==> src/rtl/cv32e40x_xif_result_scoreboard.sv <==
// XIF commit/result scoreboard: tracks issued IDs in order, records commit/kill,
// captures in-order FU results and releases only committed, non-killed ones.
module cv32e40x_xif_result_scoreboard #(
    parameter  int X_ID_WIDTH  = 4,
    parameter  int X_RFR_WIDTH = 32,
    parameter  int DEPTH       = 4,
    localparam int CNT_W       = $clog2(DEPTH + 1)
) (
    input  logic                   clk_i,
    input  logic                   rst_n,
    input  logic                   issue_valid_i,
    output logic                   issue_ready_o,
    input  logic [X_ID_WIDTH-1:0]  issue_id_i,
    input  logic [4:0]             issue_rd_i,
    input  logic                   commit_valid_i,
    input  logic [X_ID_WIDTH-1:0]  commit_id_i,
    input  logic                   commit_kill_i,
    input  logic                   fu_valid_i,
    input  logic [X_ID_WIDTH-1:0]  fu_id_i,
    input  logic [X_RFR_WIDTH-1:0] fu_data_i,
    output logic                   fu_ready_o,
    output logic                   result_valid_o,
    input  logic                   result_ready_i,
    output logic [X_ID_WIDTH-1:0]  result_id_o,
    output logic [4:0]             result_rd_o,
    output logic [X_RFR_WIDTH-1:0] result_data_o,
    output logic [CNT_W-1:0]       count_o,
    output logic                   err_o
);

    localparam int PTR_W = (DEPTH > 1) ? $clog2(DEPTH) : 1;
    localparam logic [CNT_W-1:0] DEPTH_C = CNT_W'(DEPTH);
    localparam logic [PTR_W-1:0] LAST_C  = PTR_W'(DEPTH - 1);

    logic [DEPTH-1:0]       r_vld;
    logic [DEPTH-1:0]       r_done;
    logic [DEPTH-1:0]       r_cmt;
    logic [DEPTH-1:0]       r_kill;
    logic [X_ID_WIDTH-1:0]  r_id   [DEPTH];
    logic [4:0]             r_rd   [DEPTH];
    logic [X_RFR_WIDTH-1:0] r_data [DEPTH];
    logic [PTR_W-1:0]       r_wr;
    logic [PTR_W-1:0]       r_fu;
    logic [PTR_W-1:0]       r_rdp;
    logic [CNT_W-1:0]       r_cnt;
    logic                   r_err;

    logic                   w_issue;
    logic                   w_fu;
    logic                   w_fin;
    logic                   w_pop;
    logic                   w_found;
    logic [DEPTH-1:0]       w_cmt_sel;

    function automatic logic [PTR_W-1:0] nxt(input logic [PTR_W-1:0] p);
        return (p == LAST_C) ? '0 : p + 1'b1;
    endfunction

    always_comb begin
        issue_ready_o  = (r_cnt < DEPTH_C);
        fu_ready_o     = r_vld[r_fu] && !r_done[r_fu];
        w_issue        = issue_valid_i && issue_ready_o;
        w_fu           = fu_valid_i && fu_ready_o;
        w_fin          = r_vld[r_rdp] && r_done[r_rdp] && r_cmt[r_rdp];
        result_valid_o = w_fin && !r_kill[r_rdp];
        // Killed heads leave without a handshake
        w_pop          = w_fin && (r_kill[r_rdp] || result_ready_i);
        result_id_o    = r_id[r_rdp];
        result_rd_o    = r_rd[r_rdp];
        result_data_o  = r_data[r_rdp];
        count_o        = r_cnt;
        err_o          = r_err;
    end

    // First uncommitted live entry with a matching ID takes the commit
    always_comb begin
        w_cmt_sel = '0;
        w_found   = 1'b0;
        for (int i = 0; i < DEPTH; i++) begin
            if (commit_valid_i && !w_found && r_vld[i] && !r_cmt[i]
                && (r_id[i] == commit_id_i)) begin
                w_cmt_sel[i] = 1'b1;
                w_found      = 1'b1;
            end
        end
    end

    always_ff @(posedge clk_i or negedge rst_n) begin
        if (!rst_n) begin
            r_vld  <= '0;
            r_done <= '0;
            r_cmt  <= '0;
            r_kill <= '0;
            for (int i = 0; i < DEPTH; i++) begin
                r_id[i]   <= '0;
                r_rd[i]   <= '0;
                r_data[i] <= '0;
            end
            r_wr  <= '0;
            r_fu  <= '0;
            r_rdp <= '0;
            r_cnt <= '0;
            r_err <= 1'b0;
        end else begin
            if (w_issue) begin
                r_vld[r_wr]  <= 1'b1;
                r_done[r_wr] <= 1'b0;
                r_cmt[r_wr]  <= 1'b0;
                r_kill[r_wr] <= 1'b0;
                r_id[r_wr]   <= issue_id_i;
                r_rd[r_wr]   <= issue_rd_i;
                r_wr         <= nxt(r_wr);
            end
            for (int i = 0; i < DEPTH; i++) begin
                if (w_cmt_sel[i]) begin
                    r_cmt[i]  <= 1'b1;
                    r_kill[i] <= commit_kill_i;
                end
            end
            if (w_fu) begin
                r_data[r_fu] <= fu_data_i;
                r_done[r_fu] <= 1'b1;
                r_fu         <= nxt(r_fu);
            end
            if (w_pop) begin
                r_vld[r_rdp] <= 1'b0;
                r_rdp        <= nxt(r_rdp);
            end
            case ({w_issue, w_pop})
                2'b10:   r_cnt <= r_cnt + 1'b1;
                2'b01:   r_cnt <= r_cnt - 1'b1;
                default: r_cnt <= r_cnt;
            endcase
            if ((issue_valid_i && !issue_ready_o)
                || (w_fu && (fu_id_i != r_id[r_fu]))) begin
                r_err <= 1'b1;
            end
        end
    end

endmodule
==> config.mk <==
export PLATFORM = sky130hd
export DESIGN_NAME = cv32e40x_xif_result_scoreboard
export DESIGN_NICKNAME = d
export VERILOG_FILES = /design/src/rtl/cv32e40x_xif_result_scoreboard.sv
export SDC_FILE = /design/constraint.sdc
export NUM_CORES = 1
export LEC_CHECK = 0
export CELL_PAD_IN_SITES_DETAIL_PLACEMENT = 1
export CELL_PAD_IN_SITES_GLOBAL_PLACEMENT = 1
export CORE_ASPECT_RATIO = 1.75
export CORE_MARGIN = 2
export CORE_UTILIZATION = 48
export DETAILED_ROUTE_END_ITERATION = 10
export PLACE_DENSITY_LB_ADDON = 0.1
export RECOVER_POWER = 25
export REMOVE_ABC_BUFFERS = 1
export SETUP_SLACK_MARGIN = 0.1
export SYNTH_ARGS = -nofsm -noshare
export SYNTH_HDL_FRONTEND = slang
export SYNTH_SLANG_ARGS = --single-unit
==> constraint.sdc <==
create_clock -name clk_i -period 2.7 [get_ports clk_i]
set_input_delay 0.27 -clock clk_i [delete_from_list [all_inputs] [get_ports clk_i]]
set_output_delay 0.27 -clock clk_i [all_outputs]
set_load 0.03 [all_outputs]
## Yosys cells after proc, flatten, opt, wreduce, memory -nomap -nowiden

Cells that the tools add are included.

- Add/sub/neg operators: 5
- $lt $le $gt $ge: 12
- Equality and inequality tests: 10
- Mux-type cells: 63
- Bitwise operators: 11
- Reduce and logical (&&, ||, !) cells: 46

Operator list:

| operator | number |
|---|---|
| $bwmux 128 | 1 |
| $mux 32 | 3 |
| $bmux 32 s2 | 1 |
| $demux 32 s2 | 1 |
| $mux 4 | 11 |
| $logic_and 1x1->1 | 29 |
| $mux 1 | 23 |
| $bwmux 20 | 1 |
| $and 4x4->4 | 4 |
| $bmux 4 s2 | 2 |
| $bwmux 16 | 1 |
| $eq 4x4->1 | 4 |
| $mux 5 | 3 |
| $bmux 1 s2 | 6 |
| $bmux 5 s2 | 1 |
| $demux 5 s2 | 1 |
| $logic_not 1->1 | 10 |
| $reduce_bool 2->1 | 5 |
| $ge 3x3->1 const B | 3 |
| $lt 2x3->1 const B | 3 |
| $not 2->3 | 3 |
| $demux 4 s2 | 1 |
| $eq 2x2->1 const B | 4 |
| $not 4->4 | 2 |
| 13 further kinds | 24 |

- Register bits after elaboration: 190
- Input port bits: 56
- Output and inout bits: 48
- Word-level logic and storage cells: 174

## Logic depth before layout (Yosys ltp)

- Depth in word-level cells: 23
- Gate-level depth with buffers: 11
- Gate-level depth less buffers: 10

## Least setup slack after synthesis

Ideal clock, no wire load.

- Path kind: reg-to-reg
- Start point: reg r_rdp[1]
- End point: reg r_cnt[2] (netlist: count_o[2])
- Library setup time: 0.132 ns
- Arrival time: 2.289 ns
- Data required time: 2.568 ns
- Slack: 0.279 ns
- Stages on the path, launching flop included: 12
- Buffers on the path: 1
- Clock period less this slack: 2.421 ns
- Cell sequence: dfrtp_1 > clkbuf_1 > nand4_1 > o211ai_1 > o21ai_0 > nor2_1 > ha_1 > inv_1 > fa_1 > xor2_1 > nor2_1 > xnor2_1

- Cells in the longest elaborated chain, start to end: 7
- Elaborated cells on any way between the ends: 16
- Those cells by class: eq/ne: 2; mux: 9; reduce/logical: 5

RTL lines:

| what | RTL line | text |
|---|---|---|
| from (decl) | 44 | `logic [PTR_W-1:0] r_rdp;` |
| from (signal assigned) | 127 | `r_rdp <= nxt(r_rdp);` |
| $bmux 1 s2 | 64 | `w_fin = r_vld[r_rdp] && r_done[r_rdp] && r_cmt[r_rdp];` |
| $mux 1 (not written as such) | 64 |  |
| $logic_and 1x1->1 (2 in series) | 64 |  |
| $logic_and 1x1->1 (*) | 67 | `w_pop = w_fin && (r_kill[r_rdp] \|\| result_ready_i);` |
| named net w_pop | 51 | `logic w_pop;` |
| $eq 2x1->1 or $eq 2x2->1 (tied branches) | 129 | `case ({w_issue, w_pop})` |
| $pmux 3 s2 or $reduce_bool 2->1 (tied branches) | -- |  |
| to (signal assigned) | 130 | `2'b10: r_cnt <= r_cnt + 1'b1;` |
| to (signal assigned) | 131 | `2'b01: r_cnt <= r_cnt - 1'b1;` |
| to (signal assigned) | 132 | `default: r_cnt <= r_cnt;` |
| to (decl) | 45 | `logic [CNT_W-1:0] r_cnt;` |

The timed path passes the listed nets; every way through them passes the cells marked *. The select of a mux whose other input is x is not followed.
A chain may end at the register's enable or synchronous reset.

## Final worst setup path

- Start point: reg r_rdp[0]
- End point: out result_data_o[20]

- Cells in the longest elaborated chain, start to end: 4

RTL lines:

| what | RTL line | text |
|---|---|---|
| $not 2->3 (not written as such) | 70 | `result_data_o = r_data[r_rdp];` |
| $bmux 32 s2 | 70 |  |
| $mux 32 (not written as such) (2 in series) | 70 |  |
| to (decl) | 26 | `output logic [X_RFR_WIDTH-1:0] result_data_o,` |

Every way passes these cells. The select of a mux whose other input is x is not followed.

==> run_results.csv <==
group,metric,value,unit
cts,clock_sink_count,190,
cts,largest_buffer_count_on_any_clock_path,2,
power_and_ir_drop,cell_pwr_density,1380,mW/mm^2
setup_path,worst-path-buf-inv,2,
setup_path,timing.critical_path.fanout_max,15,
status,violations,"capacitance limit, slew limit",
grt,gr-usage-met3,4.68,%
sta,timing.max_slew.rel_slack,-2.69,%
place,dpl.hpwl,14000,microns
sta,drv_slew,53,
grt,groute.usage.overall,22.5,%
cts,clockRootBuffer,"sky130_fd_sc_hd__clkbuf_16",
logic_synthesis,seq_area_frac_synth,50.5,%
sta,timing.final.crit_share,93.5,%
place,gp_weighted_congestion,0.824,
grt,grt_pass1_vias,6113,
logic_synthesis,synth_async_sr_flop_share,100,%
floorplan,die_area,0.0208,sq mm
logic_synthesis,synth_edf_count,0,
floorplan,die_height,189,microns
place,preCtsSetupSlack,0.350,ns
cts,worstSkewPairLatency,0.43,ns
drt,drt_pre_antenna_iters,4,
setup_path,worstSetupPathType,"reg -> out",
floorplan,die_w,110,microns
cts,cts.reportedPaths.clkPinSlew,0.06,ns
setup_path,worstPathRequired,2.43,ns
final_layout,final.fill_count,1785,
power_and_ir_drop,share_seq_of_total_power,34.5,%
logic_synthesis,ys.warnings.count,0,
sta,tightest_slew,1.54,ns
floorplan,initial_utilization,49.0,%
job,drv.max_cap_violation_count,1,
logic_synthesis,synth-main-ff-cell,"sky130_fd_sc_hd__dfrtp_1",
grt,global_route_wire_length_before_repair,34900,microns
floorplan,rows,67,
setup_path,reg2reg_from,"r_rdp[0]",
floorplan,core_region_area,0.0192,sq mm
grt,busiest_layer,"met2",
grt,use_met2,40.0,%
setup_path,path_cells,"buf_12 -> mux4_2 -> clkdlybuf4s50_1",
power_and_ir_drop,netSwitchingFraction,36.7,%
drt,drt-wirelength-per-cell,23.1,microns
sta,fin_ws,0.177,ns
final_layout,design.final.nets,745,
sta,maxClockFrequency,396,MHz
logic_synthesis,synth_area_leaders,"sky130_fd_sc_hd__dfrtp_1 51%, sky130_fd_sc_hd__mux2_4 19%, sky130_fd_sc_hd__mux4_2 11%",
logic_synthesis,synth_top_area_share,50.5,%
setup_path,end_kind,"primary output",
floorplan,boundaryPins,104,
power_and_ir_drop,power.ir.vdd_worst,0.000769,V
power_and_ir_drop,power.net_switching,5.61,mW
cts,tritoncts.num_buffers,17,
power_and_ir_drop,leakage_power_figure,5.30,nW
cts,cts_tree,"yes",
status,status,"finished with violations",
final_layout,area.growth.synth_to_final,17.9,%
setup_path,critPathTopFamily,"buffers and inverters",
grt,globalRouteMet1Util,27.0,%
setup_path,worst_path_largest_cell_delay,0.61,ns
drt,totalWireLength,21300,microns
drt,route.detailed.vias_per_inst,5.63,
sta,worst_hold_slack,0.485,ns
sta,final-hold-violation-count,0,
min_path,timing.hold.worst.class,"reg -> reg",
final_layout,antenna_cells_inserted,0,
grt,grt_remaining_overflow,0,
logic_synthesis,post_synth.cell_area_avg,16.6,sq um
power_and_ir_drop,p_comb_share,50.5,%
sta,setup_viol,0,
grt,grt_antenna_before_repair,0,
sta,rsz0062_at_grt,"no",
logic_synthesis,ys_ff_latch,190,
sta,post_route_skew,0.00655,ns
grt,grt_start_max_net_pins,55,
setup_path,slowest_stage,"sky130_fd_sc_hd__clkdlybuf4s50_1",
logic_synthesis,yosysMostFrequentCell,"sky130_fd_sc_hd__dfrtp_1",
logic_synthesis,post_synth_instance_area,0.00941,sq mm
logic_synthesis,netlist-cell-type-count,44,
drt,drc_errors,0,
drt,final_antenna_net_count,0,
drt,vias,5211,
setup_path,crit_path_start_kind,"flop",
setup_path,cp_data_arrival_time,2.25,ns
drt,drtIter0Drc,162,
cts,clock_tree.htree_level_count,4,
logic_synthesis,synth_top_area_cell,"sky130_fd_sc_hd__dfrtp_1",
logic_synthesis,synth_commonest_cells,"190 x sky130_fd_sc_hd__dfrtp_1, 116 x sky130_fd_sc_hd__mux2_4, 46 x sky130_fd_sc_hd__mux4_2, 38 x sky130_fd_sc_hd__mux2_2, 21 x sky130_fd_sc_hd__nand2_1",
logic_synthesis,postSynthCellCount,567,
power_and_ir_drop,p_clk_share,15.0,%
place,place.port_buffers,103,
sta,period_needed,2.52,ns
power_and_ir_drop,internal-power,9.69,mW
final_layout,share_of_final_layout_standard_cells_stronger_than_drive_strength_1,36.3,%
setup_path,launching_element_of_the_worst_setup_path,"r_rdp[0]",
min_path,launch_point_of_the_worst_hold_path,"r_data[35]",
[area by class of cell]
class / count / area (sq um) / area share (%)
Inverter: 21 / 81.3 / 0.733
Multi-Input combinational cell: 326 / 4240 / 38.2
Sequential cell: 190 / 4760 / 42.9
Clock inverter: 1 / 5.00 / 0.0451
Timing Repair Buffer: 119 / 1190 / 10.7
Tap cell: 241 / 302 / 2.72
Clock buffer: 27 / 513 / 4.63
[routing by layer]
metal	up-vias	routed length, microns
met5	-	0
met4	0	326
met3	24	708
met2	94	11800
met1	2809	8490
li1	2284	-
[cell usage in the layout (no fill, tap or decap), types with 5 or more instances in the layout]
cell type,count
sky130_fd_sc_hd__nand2_1,21
sky130_fd_sc_hd__clkbuf_1,5
sky130_fd_sc_hd__o21ai_0,7
sky130_fd_sc_hd__dfrtp_1,188
sky130_fd_sc_hd__buf_4,9
sky130_fd_sc_hd__clkbuf_8,5
sky130_fd_sc_hd__inv_1,19
sky130_fd_sc_hd__mux2_1,12
sky130_fd_sc_hd__mux2_2,38
sky130_fd_sc_hd__mux2_4,116
sky130_fd_sc_hd__ha_1,13
sky130_fd_sc_hd__xnor2_1,14
sky130_fd_sc_hd__a21oi_1,6
sky130_fd_sc_hd__mux4_2,46
sky130_fd_sc_hd__dlymetal6s2s_1,11
sky130_fd_sc_hd__clkbuf_16,17
sky130_fd_sc_hd__nor2_1,6
sky130_fd_sc_hd__clkdlybuf4s50_1,65
sky130_fd_sc_hd__dlygate4sd2_1,26
[sequential cells by signal, indices dropped and copies added (netlist names), 3 cells and up]
| register | cells |
|---|---|
| r_cmt | 4 |
| r_kill | 4 |
| count_o | 3 |
| r_vld | 4 |
| r_done | 4 |
| r_data | 128 |
| r_rd | 20 |
| r_id | 16 |
[kinds of logic (layout without fill, tap and decap cells)]
family / count (synthesis) / count (layout) / synth area share, %
buffers and inverters: 51 / 168 / 4.44
muxes: 217 / 217 / 36.2
xor gates and xnor gates: 17 / 17 / 1.58
and+or+nand+nor: 53 / 53 / 3.54
DFF: 190 / 190 / 50.5
AOI/OAI and AO/OA: 25 / 25 / 1.74
adders and majority gates: 14 / 14 / 1.94
[worst register-to-register path, stage by stage (launching register included)]
cell and delay [ns]:
sky130_fd_sc_hd__dfrtp_4 0.53, sky130_fd_sc_hd__buf_4 0.16, sky130_fd_sc_hd__mux4_2 0.33, sky130_fd_sc_hd__nor2_1 0.04, sky130_fd_sc_hd__nor2_1 0.15, sky130_fd_sc_hd__ha_1 0.21, sky130_fd_sc_hd__inv_1 0.06, sky130_fd_sc_hd__fa_1 0.38
sky130_fd_sc_hd__xor2_1 0.15, sky130_fd_sc_hd__nor2_1 0.11, sky130_fd_sc_hd__xnor2_1 0.12
[worst paths after layout]
kind,end,slack (ns),cells past startpoint
hold / removal,r_data[35],0.49,1
max in group asynchronous,r_data[127],0.57,3
setup / recovery,result_data_o[20],0.18,3
setup reg to reg,count_o[2],0.38,10
hold reg to reg,r_data[35],0.49,1
min in group asynchronous,r_id[11],0.73,2
[per-stage QoR]
step | utilization (%) | total power [mW] | instance area, sq um | instances | setup TNS [ns]
floorplan | - | 10.6 | 9070 | 537 | -12.56
CTS | 57.7 | 15.6 | 11100 | 925 | 0
global route | 57.8 | 16.2 | 11100 | 925 | 0
global placement | 54.9 | 13.1 | 10500 | 894 | 0
finish | 57.8 | 15.3 | 11100 | 925 | 0
detailed placement | 54.9 | 13.4 | 10500 | 894 | 0
[power groups by stage]
stage | Clock [mW] | Sequential (mW) | Combinational (mW)
2_1_floorplan | 0 | 5.16 | 5.49
3_3_place_gp | 0 | 5.21 | 7.88
3_5_place_dp | 0 | 5.32 | 8.06
4_1_cts | 2.36 | 5.27 | 7.93
5_1_grt | 2.46 | 5.46 | 8.25
6_report | 2.29 | 5.28 | 7.74
[what timing repair did]
action | CTS | global route
gates resized for setup | 30 | 11
hold buffers | 1 | 0
hold endpoints to repair | 49 | 0
cloned | 0 | 0
setup buffers | 2 | 0
setup endpoints to repair | 42 | 11
Power figures use the tool's default switching activity.
